<file path="src/rtl/arc4_pkg.sv">
// Shared ARC4 definitions for the task2 datapath (key scheduling, PRGA,
// top-level controller).
//   byte_t       : ARC4 byte
//   prga_state_e : PRGA FSM states
//   S_SIZE       : number of entries in the S permutation
package arc4_pkg;

  typedef logic [7:0] byte_t;

  localparam int S_SIZE = 256;

  typedef enum logic [3:0] {
    P_IDLE,
    P_RD_LEN,
    P_CAP_LEN,
    P_RD_I,
    P_CAP_I,
    P_CAP_J,
    P_WR_I,
    P_WR_J,
    P_RD_PAD,
    P_WR_PT
  } prga_state_e;

endpackage

</file>
<file path="src/rtl/prga.sv">
// ARC4 pseudo-random generation + decrypt stage.
// Reads a length-prefixed ciphertext from CT memory, runs the ARC4 keystream
// over the S permutation left by key scheduling (mutating S in place), and
// writes the length-prefixed plaintext to PT memory.
// Ports:
//   clk, rst_n            clock, async active-low reset
//   en / rdy              start request / idle indication
//   s_addr/s_rddata/s_wrdata/s_wren   S memory (sync read, 1-cycle latency)
//   ct_addr/ct_rddata     CT memory (read only)
//   pt_addr/pt_wrdata/pt_wren         PT memory (write only)
module prga
  import arc4_pkg::*;
(
  input  logic       clk,
  input  logic       rst_n,
  input  logic       en,
  output logic       rdy,
  output logic [7:0] s_addr,
  input  logic [7:0] s_rddata,
  output logic [7:0] s_wrdata,
  output logic       s_wren,
  output logic [7:0] ct_addr,
  input  logic [7:0] ct_rddata,
  output logic [7:0] pt_addr,
  output logic [7:0] pt_wrdata,
  output logic       pt_wren
);

  prga_state_e state_q, state_d;
  byte_t i_q, i_d;
  byte_t j_q, j_d;
  byte_t k_q, k_d;
  byte_t len_q, len_d;
  byte_t si_q, si_d;
  byte_t sj_q, sj_d;
  byte_t ct_q, ct_d;

  always_ff @(posedge clk or negedge rst_n) begin
    if (!rst_n) begin
      state_q <= P_IDLE;
      i_q     <= '0;
      j_q     <= '0;
      k_q     <= '0;
      len_q   <= '0;
      si_q    <= '0;
      sj_q    <= '0;
      ct_q    <= '0;
    end else begin
      state_q <= state_d;
      i_q     <= i_d;
      j_q     <= j_d;
      k_q     <= k_d;
      len_q   <= len_d;
      si_q    <= si_d;
      sj_q    <= sj_d;
      ct_q    <= ct_d;
    end
  end

  always_comb begin
    state_d   = state_q;
    i_d       = i_q;
    j_d       = j_q;
    k_d       = k_q;
    len_d     = len_q;
    si_d      = si_q;
    sj_d      = sj_q;
    ct_d      = ct_q;
    rdy       = 1'b0;
    s_addr    = '0;
    s_wrdata  = '0;
    s_wren    = 1'b0;
    ct_addr   = '0;
    pt_addr   = '0;
    pt_wrdata = '0;
    pt_wren   = 1'b0;

    unique case (state_q)
      P_IDLE: begin
        rdy = 1'b1;
        if (en) begin
          // ct_addr is already 0 here: the length byte is being fetched.
          i_d     = '0;
          j_d     = '0;
          k_d     = '0;
          state_d = P_RD_LEN;
        end
      end
      // ct_addr stays 0, so ct_rddata still holds the length next cycle.
      P_RD_LEN: state_d = P_CAP_LEN;
      P_CAP_LEN: begin
        len_d     = ct_rddata;
        pt_addr   = '0;
        pt_wrdata = ct_rddata;
        pt_wren   = 1'b1;
        if (ct_rddata == 8'd0) begin
          state_d = P_IDLE;
        end else begin
          k_d     = 8'd1;
          state_d = P_RD_I;
        end
      end
      P_RD_I: begin
        i_d     = i_q + 8'd1;
        s_addr  = i_q + 8'd1;
        ct_addr = k_q;
        state_d = P_CAP_I;
      end
      P_CAP_I: begin
        si_d    = s_rddata;
        ct_d    = ct_rddata;
        j_d     = j_q + s_rddata;
        s_addr  = j_q + s_rddata;
        state_d = P_CAP_J;
      end
      P_CAP_J: begin
        sj_d    = s_rddata;
        state_d = P_WR_I;
      end
      // When i==j both writes store the same byte, leaving S unchanged.
      P_WR_I: begin
        s_addr   = i_q;
        s_wrdata = sj_q;
        s_wren   = 1'b1;
        state_d  = P_WR_J;
      end
      P_WR_J: begin
        s_addr   = j_q;
        s_wrdata = si_q;
        s_wren   = 1'b1;
        state_d  = P_RD_PAD;
      end
      // Pre-swap si+sj equals post-swap S[i]+S[j].
      P_RD_PAD: begin
        s_addr  = si_q + sj_q;
        state_d = P_WR_PT;
      end
      P_WR_PT: begin
        pt_addr   = k_q;
        pt_wrdata = s_rddata ^ ct_q;
        pt_wren   = 1'b1;
        if (k_q == len_q) begin
          state_d = P_IDLE;
        end else begin
          k_d     = k_q + 8'd1;
          state_d = P_RD_I;
        end
      end
      default: state_d = P_IDLE;
    endcase
  end

endmodule
</file>
<file path="config.mk">
export PLATFORM = sky130hd
export DESIGN_NAME = prga
export DESIGN_NICKNAME = d
export VERILOG_FILES = /design/src/rtl/arc4_pkg.sv /design/src/rtl/prga.sv
export SDC_FILE = /design/constraint.sdc
export NUM_CORES = 1
export LEC_CHECK = 0
export CAP_MARGIN = 10
export CORE_MARGIN = 3
export CORE_UTILIZATION = 30
export DETAILED_ROUTE_END_ITERATION = 8
export PLACE_DENSITY = 0.54
export SLEW_MARGIN = 20
export SYNTH_ARGS = -nofsm -noshare
export SYNTH_HDL_FRONTEND = slang
export SYNTH_SLANG_ARGS = --single-unit
</file>
<file path="constraint.sdc">
create_clock -name clk -period 2.2 [get_ports clk]
set_clock_uncertainty 0.05 [all_clocks]
set_input_delay 0.22 -clock clk [delete_from_list [all_inputs] [get_ports clk]]
set_output_delay 0.22 -clock clk [all_outputs]
set_load 0.01 [all_outputs]
</file>
==> results.cfg <==
[run_status]
status = finished, violations left
violations = negative setup slack

[place]
port_buffers = 61
placed_area_um2 = 5320
place_inst = 749
gp_congestion = 0.940
place_ws_ps = -809
dp_hpwl_um = 8850

[clock_tree]
clkTransAtPathRegs_ps = 60
numCtsBuffers = 9
cts.sinks = 60
clockRootBuffer = clkbuf_16
clock_latency_ps = 330
h-tree-depth = 3
cts_tree = yes
cts_buffer_depth = 2

[timing]
fin_ws_ps = -431
setup_viol = 6
max_freq_mhz = 380
drv_slew = 0
period_needed_ps = 2630
rsz0062_at_grt = yes
max-slew-margin-rel = 0.608
fin_crit_sh = 1.20
hold_viol = 0
worst_slew_pin_slew_ps = 588

[logic_synthesis]
yosysWarnings = 0
async_flop_share = 1.00
yosysTopAreaCell = dfrtp_1
synth_nets = 471
ys.flop_type = dfrtp_1
yosys_register_bits = 60
yosys.cell_types.count = 55
synthCells = 434
yosys.area.top_type_share = 0.396
synth_area_um2 = 3790
synth.area.top_cells = dfrtp_1 (40%), nand2_1 (9.9%), ha_1 (5.3%)
yosysSeqAreaShare = 0.396
synth_edf_count = 0
postSynthAreaPerCell_um2 = 8.73

[floorplan]
io_pins = 62
start_util = 0.311
fp.dieH_um = 118
rows = 40
coreArea_um2 = 12200
fp.dieW_um = 118
die_area_um2 = 14000

[power]
irDropWorstVdd_mv = 0.716
powerDensity_nw_per_um2 = 1410
p_leak_nw = 2.98

[critical_path]
path_class = flip-flop to output pin
critPathCaptureType = output pin
reg2reg_setup_slack_ps = 70
required_ps = 1930
arrival_ps = 2360
crit_slowest_cell = dfrtp_1
cpPeakStageDelay_ps = 400
reg2reg_to = j_q[4]
path_max_fanout = 4
crit_path_cell_trace = ha_1 > nor2b_2 > buf_4 > o31a_1 > o21ai_1 > nand2b_1 > xnor2_1 > o211ai_1 > buf_2
reg2reg_from = j_q[0]
rr_worst_depth = 12
startpoint_type = flip-flop

[worst_hold_path]
holdCritPathClass = input port to flip-flop
hold_depth = 3
min-delay-start = s_rddata[1]
hold_end = si_q[1]

[routing]
highest_layer = met4
met3_length_um = 511
antenna_left = 0
drt_pass1_iterations = 4
routed-wl-met2_um = 5820
drc = 0
via_count = 3801
first_iter_violations = 129
routed_wl_um = 12200
wl_met1_um = 5630
via_per_inst = 4.85
wire_per_inst_um = 15.6

[final_layout]
fin_area_um2 = 5970
drive_gt1_frac = 0.351
area_delta_synth_final_pct = 57.6
layout.cells.non_filler = 783
fillers = 1161
antenna_cells = 0
postLayoutCoreUtil = 0.491
fin_nets = 647

[global_routing]
grt_usage = 0.173
grt.overflow.total = 0
antenna_found_initial = 0
grt_max_degree = 61
grt_pass1_wl_um = 19500
grt_pass1_vias = 3781

[flow_run]
drv_cap = 0
==> cells in the final DEF (no fill, tap or decap), types with 12 or more instances in the layout <==
cell type	Yosys	layout
a22o_1	12	12
buf_4	0	103
buf_6	0	16
clkdlybuf4s50_1	0	16
dfrtp_1	60	57
dlygate4sd2_1	0	19
nand2_1	100	100
nor2_1	23	18
o21ai_0	32	25
xnor2_1	16	16
==> worst max-delay path by stage <==
stage | start | endpoint | slack [ps] | cells past startpoint
3_5_place_dp | s_rddata[0] | s_addr[6] | -810 | 11
3_3_place_gp | s_rddata[0] | s_addr[6] | -760 | 11
6_report | j_q[2] | s_addr[6] | -430 | 9
5_1_grt | si_q[1] | s_addr[6] | -550 | 9
4_1_cts | sj_q[3] | s_addr[7] | -470 | 8
2_1_floorplan | si_q[0] | s_addr[6] | 20 | 8
==> what timing repair did <==
item                                   CTS  global route
setup buffers                            6            11
gates cloned                             1             0
endpoints found under the hold margin   60             0
gates resized for setup                106            59
hold buffers                             1             0
pin swaps                               21            19
setup endpoints to repair               41            32
==> through the flow <==
| stage | total power [mW] | hold slack [ps] | setup TNS [ps] |
|---|---|---|---|
| 3_3_place_gp | 6.25 | 213 | -4480 |
| 3_5_place_dp | 6.30 | 218 | -5090 |
| 6_report | 8.41 | 323 | -1730 |
| 2_1_floorplan | 4.16 | -126 | 0 |
| 4_1_cts | 7.98 | 365 | -1860 |
| 5_1_grt | 9.05 | 368 | -2550 |
==> cells in the mapped netlist (4+ instances only) <==
cell,count
and2_1,11
mux2_2,8
o21ai_0,32
o211ai_1,4
inv_1,12
xnor2_1,16
ha_1,16
nor2b_1,5
nor3_1,7
nand2_1,100
dfrtp_1,60
a21oi_1,12
nand2b_1,6
and3_1,5
a22o_1,12
nand3_1,8
a31oi_1,8
buf_2,5
a211o_1,4
a21o_1,10
xor2_1,12
clkbuf_1,12
nor2_1,23
==> power by group <==
part	internal, mW	switching (mW)	total, mW
Combinational	2.65	2.35	5.00
Clock	0.905	0.544	1.45
Sequential	1.54	0.419	1.96
==> kinds of logic (layout without fill, tap and decap cells) <==
group / Yosys count / in the layout / share of synthesized area
simple gates: 185 / 185 / 0.232
compound gates: 105 / 105 / 0.187
flops: 60 / 60 / 0.396
buf+inv: 29 / 210 / 0.0304
xor+xnor: 28 / 28 / 0.0647
fa+ha+maj: 18 / 18 / 0.0634
mux: 9 / 9 / 0.0264
==> flip-flops by register name, summed over array words and instances (netlist names) <==
| register | cells |
|---|---|
| ct_q | 8 |
| i_q | 8 |
| j_q | 8 |
| k_q | 8 |
| len_q | 8 |
| si_q | 8 |
| sj_q | 8 |
| state_q | 4 |
==> metal layers <==
| metal | track usage | vias up |
|---|---|---|
| met5 | 0 | - |
| met4 | 0.0586 | 0 |
| met2 | 0.266 | 89 |
| li1 | - | 1880 |
| met1 | 0.246 | 1817 |
| met3 | 0.0282 | 15 |
==> cell type report <==
type / count / area [um2] / share of cell area
clock buffer: 10 / 239 / 0.0400
tap: 168 / 210 / 0.0352
inverter: 12 / 45.0 / 0.00755
clock inverter: 6 / 63.8 / 0.0107
multi-input combinational: 345 / 2410 / 0.405
timing repair buffer: 182 / 1490 / 0.250
sequential: 60 / 1510 / 0.252
==> worst max-delay path: cells and delay by family, from the launching register on <==
kind | cells | cell delay [ps]
AO/OA/AOI/OAI | 3 | 600
flip-flops | 1 | 400
adder cells (fa/ha/maj) | 1 | 330
buffers and inverters | 2 | 310
AND/OR/NAND/NOR | 2 | 250
XOR/XNOR | 1 | 130
Power figures use the tool's default switching activity.
